==> config.mk <==
export PLATFORM = sky130hd
export DESIGN_NAME = pipeline_hazard_ctrl
export DESIGN_NICKNAME = d
export VERILOG_FILES = /design/src/rtl/pipeline_hazard_ctrl.sv
export SDC_FILE = /design/constraint.sdc
export NUM_CORES = 1
export LEC_CHECK = 0
export ABC_AREA = 1
export ABC_CLOCK_PERIOD_IN_PS = 1900
export BUFFER_PORTS_ARGS = -buffer_cell sky130_fd_sc_hd__buf_4
export CELL_PAD_IN_SITES_DETAIL_PLACEMENT = 1
export CELL_PAD_IN_SITES_GLOBAL_PLACEMENT = 2
export CORE_UTILIZATION = 30
export DETAILED_ROUTE_END_ITERATION = 8
export PLACE_DENSITY = 0.92
export RECOVER_POWER = 50
export SYNTH_ARGS = -nofsm -noshare
export SYNTH_HDL_FRONTEND = slang
export SYNTH_SLANG_ARGS = --single-unit
==> constraint.sdc <==
create_clock -name CLK -period 1.9 [get_ports CLK]
set_input_delay 0.095 -clock CLK [delete_from_list [all_inputs] [get_ports CLK]]
set_output_delay 0.095 -clock CLK [all_outputs]
set_load 0.005 [all_outputs]
==> src/rtl/pipeline_hazard_ctrl.sv <==
// Stall/flush controller for the five-stage pipeline.
// It detects load-use hazards and inserts bubbles. It redirects the PC on
// branches resolved taken in EX. It freezes the pipeline while the data
// memory is busy. It also keeps saturating stall and flush statistics.
module pipeline_hazard_ctrl #(
   parameter int REG_W        = 5,
   parameter int LOAD_BUBBLES = 1,
   parameter int MAX_WAIT     = 15,
   parameter int CNT_W        = 16
) (
   input  logic             CLK,
   input  logic             Reset_n,
   input  logic [REG_W-1:0] id_rs,
   input  logic [REG_W-1:0] id_rt,
   input  logic             id_uses_rt,
   input  logic             ex_mem_read,
   input  logic [REG_W-1:0] ex_rd,
   input  logic             ex_branch_taken,
   input  logic             mem_req,
   input  logic             mem_ready,
   output logic             pc_hold,
   output logic             pc_sel,
   output logic             if_id_hold,
   output logic             if_id_flush,
   output logic             id_ex_flush,
   output logic             pipe_freeze,
   output logic             mem_timeout,
   output logic [CNT_W-1:0] stall_cnt,
   output logic [CNT_W-1:0] flush_cnt
);

   typedef enum logic [1:0] {RUN, LOAD_STALL, MEM_WAIT} state_t;

   localparam logic [CNT_W-1:0] cnt_one = {{(CNT_W-1){1'b0}}, 1'b1};

   state_t     state, state_nxt;
   logic [2:0] bubble_cnt, bubble_nxt;
   logic [7:0] wait_cnt, wait_nxt;
   logic       timeout_set;
   logic       hazard;
   logic       mem_stall;

   // A load in EX produces a register that the instruction in ID still needs.
   assign hazard = ex_mem_read && (ex_rd != '0) &&
                   ((ex_rd == id_rs) || (id_uses_rt && (ex_rd == id_rt)));
   // The MEM stage wants data and the memory cannot deliver it this cycle.
   assign mem_stall = mem_req && !mem_ready;

   // Next-state and control outputs. Outputs act in the same cycle and are
   // held at zero while reset is asserted.
   always_comb begin
      // NOTE: every signal gets a default before the case, so no path can
      // leave one unassigned and infer a latch.
      state_nxt   = state;
      bubble_nxt  = bubble_cnt;
      wait_nxt    = wait_cnt;
      timeout_set = 1'b0;
      pc_hold     = 1'b0;
      pc_sel      = 1'b0;
      if_id_hold  = 1'b0;
      if_id_flush = 1'b0;
      id_ex_flush = 1'b0;
      pipe_freeze = 1'b0;
      if (Reset_n) begin
         case (state)
            RUN, LOAD_STALL: begin
               if (mem_stall) begin
                  // A memory wait wins. Bubbles still pending are dropped
                  // because the load has already left EX.
                  pc_hold     = 1'b1;
                  if_id_hold  = 1'b1;
                  pipe_freeze = 1'b1;
                  state_nxt   = MEM_WAIT;
                  bubble_nxt  = 3'd0;
                  wait_nxt    = 8'd1;
                  timeout_set = (MAX_WAIT <= 1);
               end else if (state == LOAD_STALL) begin
                  pc_hold     = 1'b1;
                  if_id_hold  = 1'b1;
                  id_ex_flush = 1'b1;
                  if (bubble_cnt <= 3'd1) begin
                     state_nxt  = RUN;
                     bubble_nxt = 3'd0;
                  end else begin
                     bubble_nxt = bubble_cnt - 3'd1;
                  end
               end else if (ex_branch_taken) begin
                  // The instruction in ID is flushed, so any hazard it
                  // carries is irrelevant.
                  pc_sel      = 1'b1;
                  if_id_flush = 1'b1;
                  id_ex_flush = 1'b1;
               end else if (hazard) begin
                  pc_hold     = 1'b1;
                  if_id_hold  = 1'b1;
                  id_ex_flush = 1'b1;
                  if (LOAD_BUBBLES > 1) begin
                     state_nxt  = LOAD_STALL;
                     bubble_nxt = 3'(LOAD_BUBBLES - 1);
                  end
               end
            end
            MEM_WAIT: begin
               // EX is frozen, so a taken branch is ignored here. The branch
               // is seen again once the pipeline is released.
               if (mem_ready) begin
                  state_nxt = RUN;
                  wait_nxt  = 8'd0;
               end else begin
                  pc_hold     = 1'b1;
                  if_id_hold  = 1'b1;
                  pipe_freeze = 1'b1;
                  wait_nxt    = (wait_cnt == 8'hFF) ? wait_cnt : wait_cnt + 8'd1;
                  timeout_set = (wait_nxt >= 8'(MAX_WAIT));
               end
            end
            default: state_nxt = RUN;
         endcase
      end
   end

   // State register and internal bubble and wait counters.
   always_ff @(posedge CLK or negedge Reset_n) begin
      if (!Reset_n) begin
         state      <= RUN;
         bubble_cnt <= 3'd0;
         wait_cnt   <= 8'd0;
      end else begin
         // NOTE: sequential state uses non-blocking assignments, so all
         // registers update together from values taken before the edge.
         state      <= state_nxt;
         bubble_cnt <= bubble_nxt;
         wait_cnt   <= wait_nxt;
      end
   end

   // Saturating statistics counters and the sticky timeout flag.
   always_ff @(posedge CLK or negedge Reset_n) begin
      if (!Reset_n) begin
         stall_cnt   <= '0;
         flush_cnt   <= '0;
         mem_timeout <= 1'b0;
      end else begin
         if (pc_hold && (stall_cnt != '1)) stall_cnt <= stall_cnt + cnt_one;
         if (pc_sel && (flush_cnt != '1))  flush_cnt <= flush_cnt + cnt_one;
         if (timeout_set)                  mem_timeout <= 1'b1;
      end
   end

endmodule

### Yosys cells after proc, flatten, opt, wreduce, memory -nomap -nowiden

Index checks and enable logic that the tools add are counted.

* word-level logic and storage cells: 74
* input bits: 22
* output and inout bits: 39
* register bits: 46

* multiplexer cells: 35
* equal/unequal tests: 11
* magnitude comparators: 2
* reduce and logical (&&, ||, !) cells: 16
* add/subtract/negate cells: 4

Operators with widths (number)
* adder 16 x 1 -> 16 bit, second input constant: 2
* inequality test 16 bit, second input constant: 2
* two-way mux 8 bit: 3
* two-way mux 1 bit: 21
* case mux 8 bit (2 select lines): 1
* == test 5 bit: 2
* two-way mux 3 bit: 3
* adder 8 x 1 -> 8 bit, second input constant: 1
* == test 8 bit, second input constant: 1
* >= comparator 8 x 4 -> 1 bit, second input constant: 1
* two-way mux 2 bit: 4
* logical AND 1 bit: 6
* inequality test 3 bit, second input constant: 2
* AND reduction 3 bit: 2
* nonzero test 5 bit: 1
* inequality test 2 bit, second input constant: 2
* case mux 1 bit (2 select lines): 2
* case mux 2 bit (2 select lines): 1
* AND reduction 4 bit: 1
* nonzero test 2 bit: 2
* less-or-equal comparator 3 x 1 -> 1 bit, second input constant: 1
* subtractor 3 x 1 -> 3 bit, second input constant: 1
* == test 2 x 1 -> 1 bit, second input constant: 1
* == test 2 bit, second input constant: 1
* 4 further kinds: 4

### Logic depth before layout (Yosys ltp)

* depth in word-level cells: 11
* depth in mapped cells: 12
* depth with buffers taken out: 12

### Worst setup path after synthesis

OpenSTA, ideal clock, no wires.

* kind: flip-flop to flip-flop
* from: register stall_cnt[0]
* to: register stall_cnt[6]
* setup time: 117 ps
* cell stages (with the launch flop): 8
* arrival time: 1485 ps
* clock period less this slack: 1602 ps
* data required time: 1783 ps
* setup slack: 298 ps
* path buffers: 1
* path through: dfrtp_1 ha_1 nand3_2 nor3_4 nand4_4 buf_2 nand3_1 nand2_1

* word-level cells in the longest chain between the ends: 2
* elaborated cells between the ends (all ways): 3
* classes of those cells: add/sub: 1; eq/ne: 1; reduce/logical: 1

Ends and longest elaborated chain
* start: declaration: line 28 `output logic [CNT_W-1:0] stall_cnt,`
* start signal: assignment: line 144 `if (pc_hold && (stall_cnt != '1)) stall_cnt <= stall_cnt + cnt_one;`
* branches (longest 2 deep; another with adder 16 x 1 -> 16 bit)

Parallel ways; which one is timed is not known.
A chain may end at the register's enable or synchronous reset.

### Final worst setup path

* from: input port Reset_n
* to: output port if_id_hold

* word-level cells in the longest chain between the ends: 1

Ends and longest elaborated chain
* start: declaration: line 12 `input logic Reset_n,`
* two-way mux 1 bit: line 64 `if (Reset_n) begin`
* end: declaration: line 23 `output logic if_id_hold,`

No other way between the ends.

==> run summary <==
CTS tree -> done
Pin count of the biggest net entering global routing -> 32
Die height -> 96.9 um
Count leader, synth -> nand2_1
Logic pwr share -> 27.4%
Number of enable flip-flop cells after synthesis -> 0
Max-capacitance violation count -> 0
DP Worst Slack -> 0.140 ns
Outcome -> finished clean
Most common library cells after synthesis -> nand2_1, inv_1, dfrtp_1, nor2_1, nand3_1
Hold Crit Depth -> 3
Reg clk slew, reported paths -> 0.08 ns
Share of cells above drive strength 1 -> 19.7%
Initial DRC Count -> 53
P_sw -> 0.812 mW
Tot Pwr -> 2.40 mW
Total gr overflow -> 0
Die width -> 96.9 um
Clk_skew -> 0.00797 ns
Post-synth top area cell -> dfrtp_1
Peak VDD IR -> 0.000376 V
Setup CP Type -> in -> out
RSZ-0062 raised after global routing -> no
Pint -> 1.59 mW
Post-CTS setup buffer count -> 0
CTS H-tree lvls -> 2
Sequential power share -> 49.1%
P&R area growth vs syn -> 27.3%
Hold slack -> 0.0933 ns
Final Hold Fails -> 0
Core Box Area -> 8720 um^2
Post-synth ARST share -> 100%
Min Tclk post-route -> 1.75 ns
Post-DP Area -> 3320 um^2
Dpl cells -> 556
Critical path data required time -> 1.80 ns
Initial antenna violation count -> 0
Aggregate global-route resource usage -> 17.7%
Post-layout instance count excluding filler cells -> 565
Register area share after synthesis -> 38.9%
Cell area after layout -> 3440 um^2
Clk Latency, worst-skew pair -> 0.30 ns
Drt drc -> 0
Syn Nets -> 410
Metal2 WL -> 3550 um
1st-pass router iterations -> 4
DRT antenna net count -> 0
Yosys reg bits -> 42
Synth area leaders -> dfrtp_1, nand2_1, inv_1
R2R Path Start -> stall_cnt[1]
Avg Vias per Cell -> 4.75
Hold Startpoint -> mem_req
TritonCTS buffer count -> 5
Slew @ Worst Pin -> 0.869 ns
Max-slew violations -> 0
Post-Route WL -> 7580 um
Root Driver -> clkbuf_8
Post-synthesis cell type count -> 25
Fin nets -> 482
Startpoint types -> input port
Top Layer Used -> met4
YS warnings -> 0
Pwr/cell area -> 698 nW/um^2
Cell Area, Synth -> 2700 um^2
First-pass GRT wire length -> 13600 um
Fmax -> 571 MHz
Syn Area/Cell -> 7.01 um^2
Port Buffer Count -> 60
Worst R2R Setup Slack -> 0.20 ns
Relative slew slack -> 42.1%
Top Ports -> 61
DP HPWL -> 5970 um
Clock Tree Buf Depth -> 2
Met1 WL -> 3720 um
Synth top area share -> 38.9%
Top FF cell, synth -> dfrtp_1
Sw frac -> 33.9%
Cell Rows -> 34
Wire length per cell -> 13.4 um
Worst EP arrival -> 1.66 ns
Worst hold path class -> in -> reg
Antenna Cells -> 0
Hold Crit Endpoint -> state[1]
FF-to-FF path depth -> 9
Gpl congestion -> 0.830
Post-Syn Instances -> 385
Pleak -> 1.81 nW
Via count -> 2686
Setup TNS -> 0 ns
Num Clock Sinks -> 42
Critical path fanouts, max -> 13
PnR worst setup slack -> 0.148 ns
Initial Util -> 31.0%
Reg-to-Reg End -> stall_cnt[12]
Area of the die -> 9380 um^2
Final-report setup violation count -> 0
Metal3 WL -> 192 um
End-of-flow core utilization -> 39.4%
Vias in the first global route -> 2842
Crit share post-route -> 92.2%
Clock power frac -> 23.5%
Crit path capture type -> output port
## routing by layer
metal | vias up | global-route usage (%)
met4 | 0 | 5.17
met2 | 34 | 30.2
li1 | 1351 | -
met5 | - | 0
met3 | 10 | 2.82
met1 | 1291 | 23.1
## cell families after synthesis
group                      after synthesis  share of synthesized area [%]
DFF                                     42                           38.9
adders and majority gates                3                           1.39
xor gates and xnor gates                28                           9.08
AOI/OAI and AO/OA                       26                           5.00
buffers and inverters                   59                           9.04
and+or+nand+nor                        227                           36.6
## power by group through the flow
stage               sequential [mW]  clock [mW]  combinational [mW]
global placement               1.19           0               0.651
global route                   1.21       0.627               0.745
CTS                            1.18       0.594               0.678
finish                         1.18       0.564               0.657
detailed placement             1.20           0               0.674
floorplan                      1.16           0               0.351
## sequential cells by signal, indices dropped and copies added (netlist names)
| name | cells |
|---|---|
| state | 1 |
| flush_cnt | 16 |
| stall_cnt | 16 |
| wait_cnt | 8 |
| mem_timeout | 1 |
## worst max path at each step
stage / from / end / cells after the start
6_report: Reset_n / if_id_hold / 8
5_1_grt: stall_cnt[1] / stall_cnt[12] / 9
4_1_cts: Reset_n / if_id_hold / 8
3_5_place_dp: wait_cnt[0] / mem_timeout / 12
3_3_place_gp: wait_cnt[0] / mem_timeout / 12
2_1_floorplan: stall_cnt[0] / stall_cnt[6] / 7
## placed cells by master, fill, tap and decap left out, types with 11 or more instances in the layout
cell / netlist / final
xnor2_1: 14 / 14
inv_1: 49 / 49
nor2_1: 36 / 34
o21ai_0: 18 / 18
clkbuf_4: 0 / 29
xor2_1: 14 / 14
nand3_1: 34 / 34
nand2_1: 130 / 129
buf_4: 3 / 38
dfrtp_1: 42 / 42
nor3_1: 11 / 11
## worst max-delay path, cell delays in order
cell,delay [ns]
dlygate4sd3_1,0.55
buf_4,0.16
o21ai_0,0.12
nor2_1,0.15
inv_1,0.08
nand2_2,0.18
buf_6,0.19
buf_4,0.12
## timing repair
item | 4_1_cts | 5_1_grt
resized for setup | 0 | 5
hold endpoints to repair | 11 | 0
setup endpoints to repair | 0 | 5
hold buffers | 2 | 0
## cell type report
cell class	instances	area [um^2]
well taps	108	135
multi-input cells	284	1420
inverters	52	195
fillers	1113	5280
flip-flops and latches	42	1050
clock buffers	5	68.8
clock inverters	2	10.0
repair buffers	72	559
(Power assumes the default switching activity.)
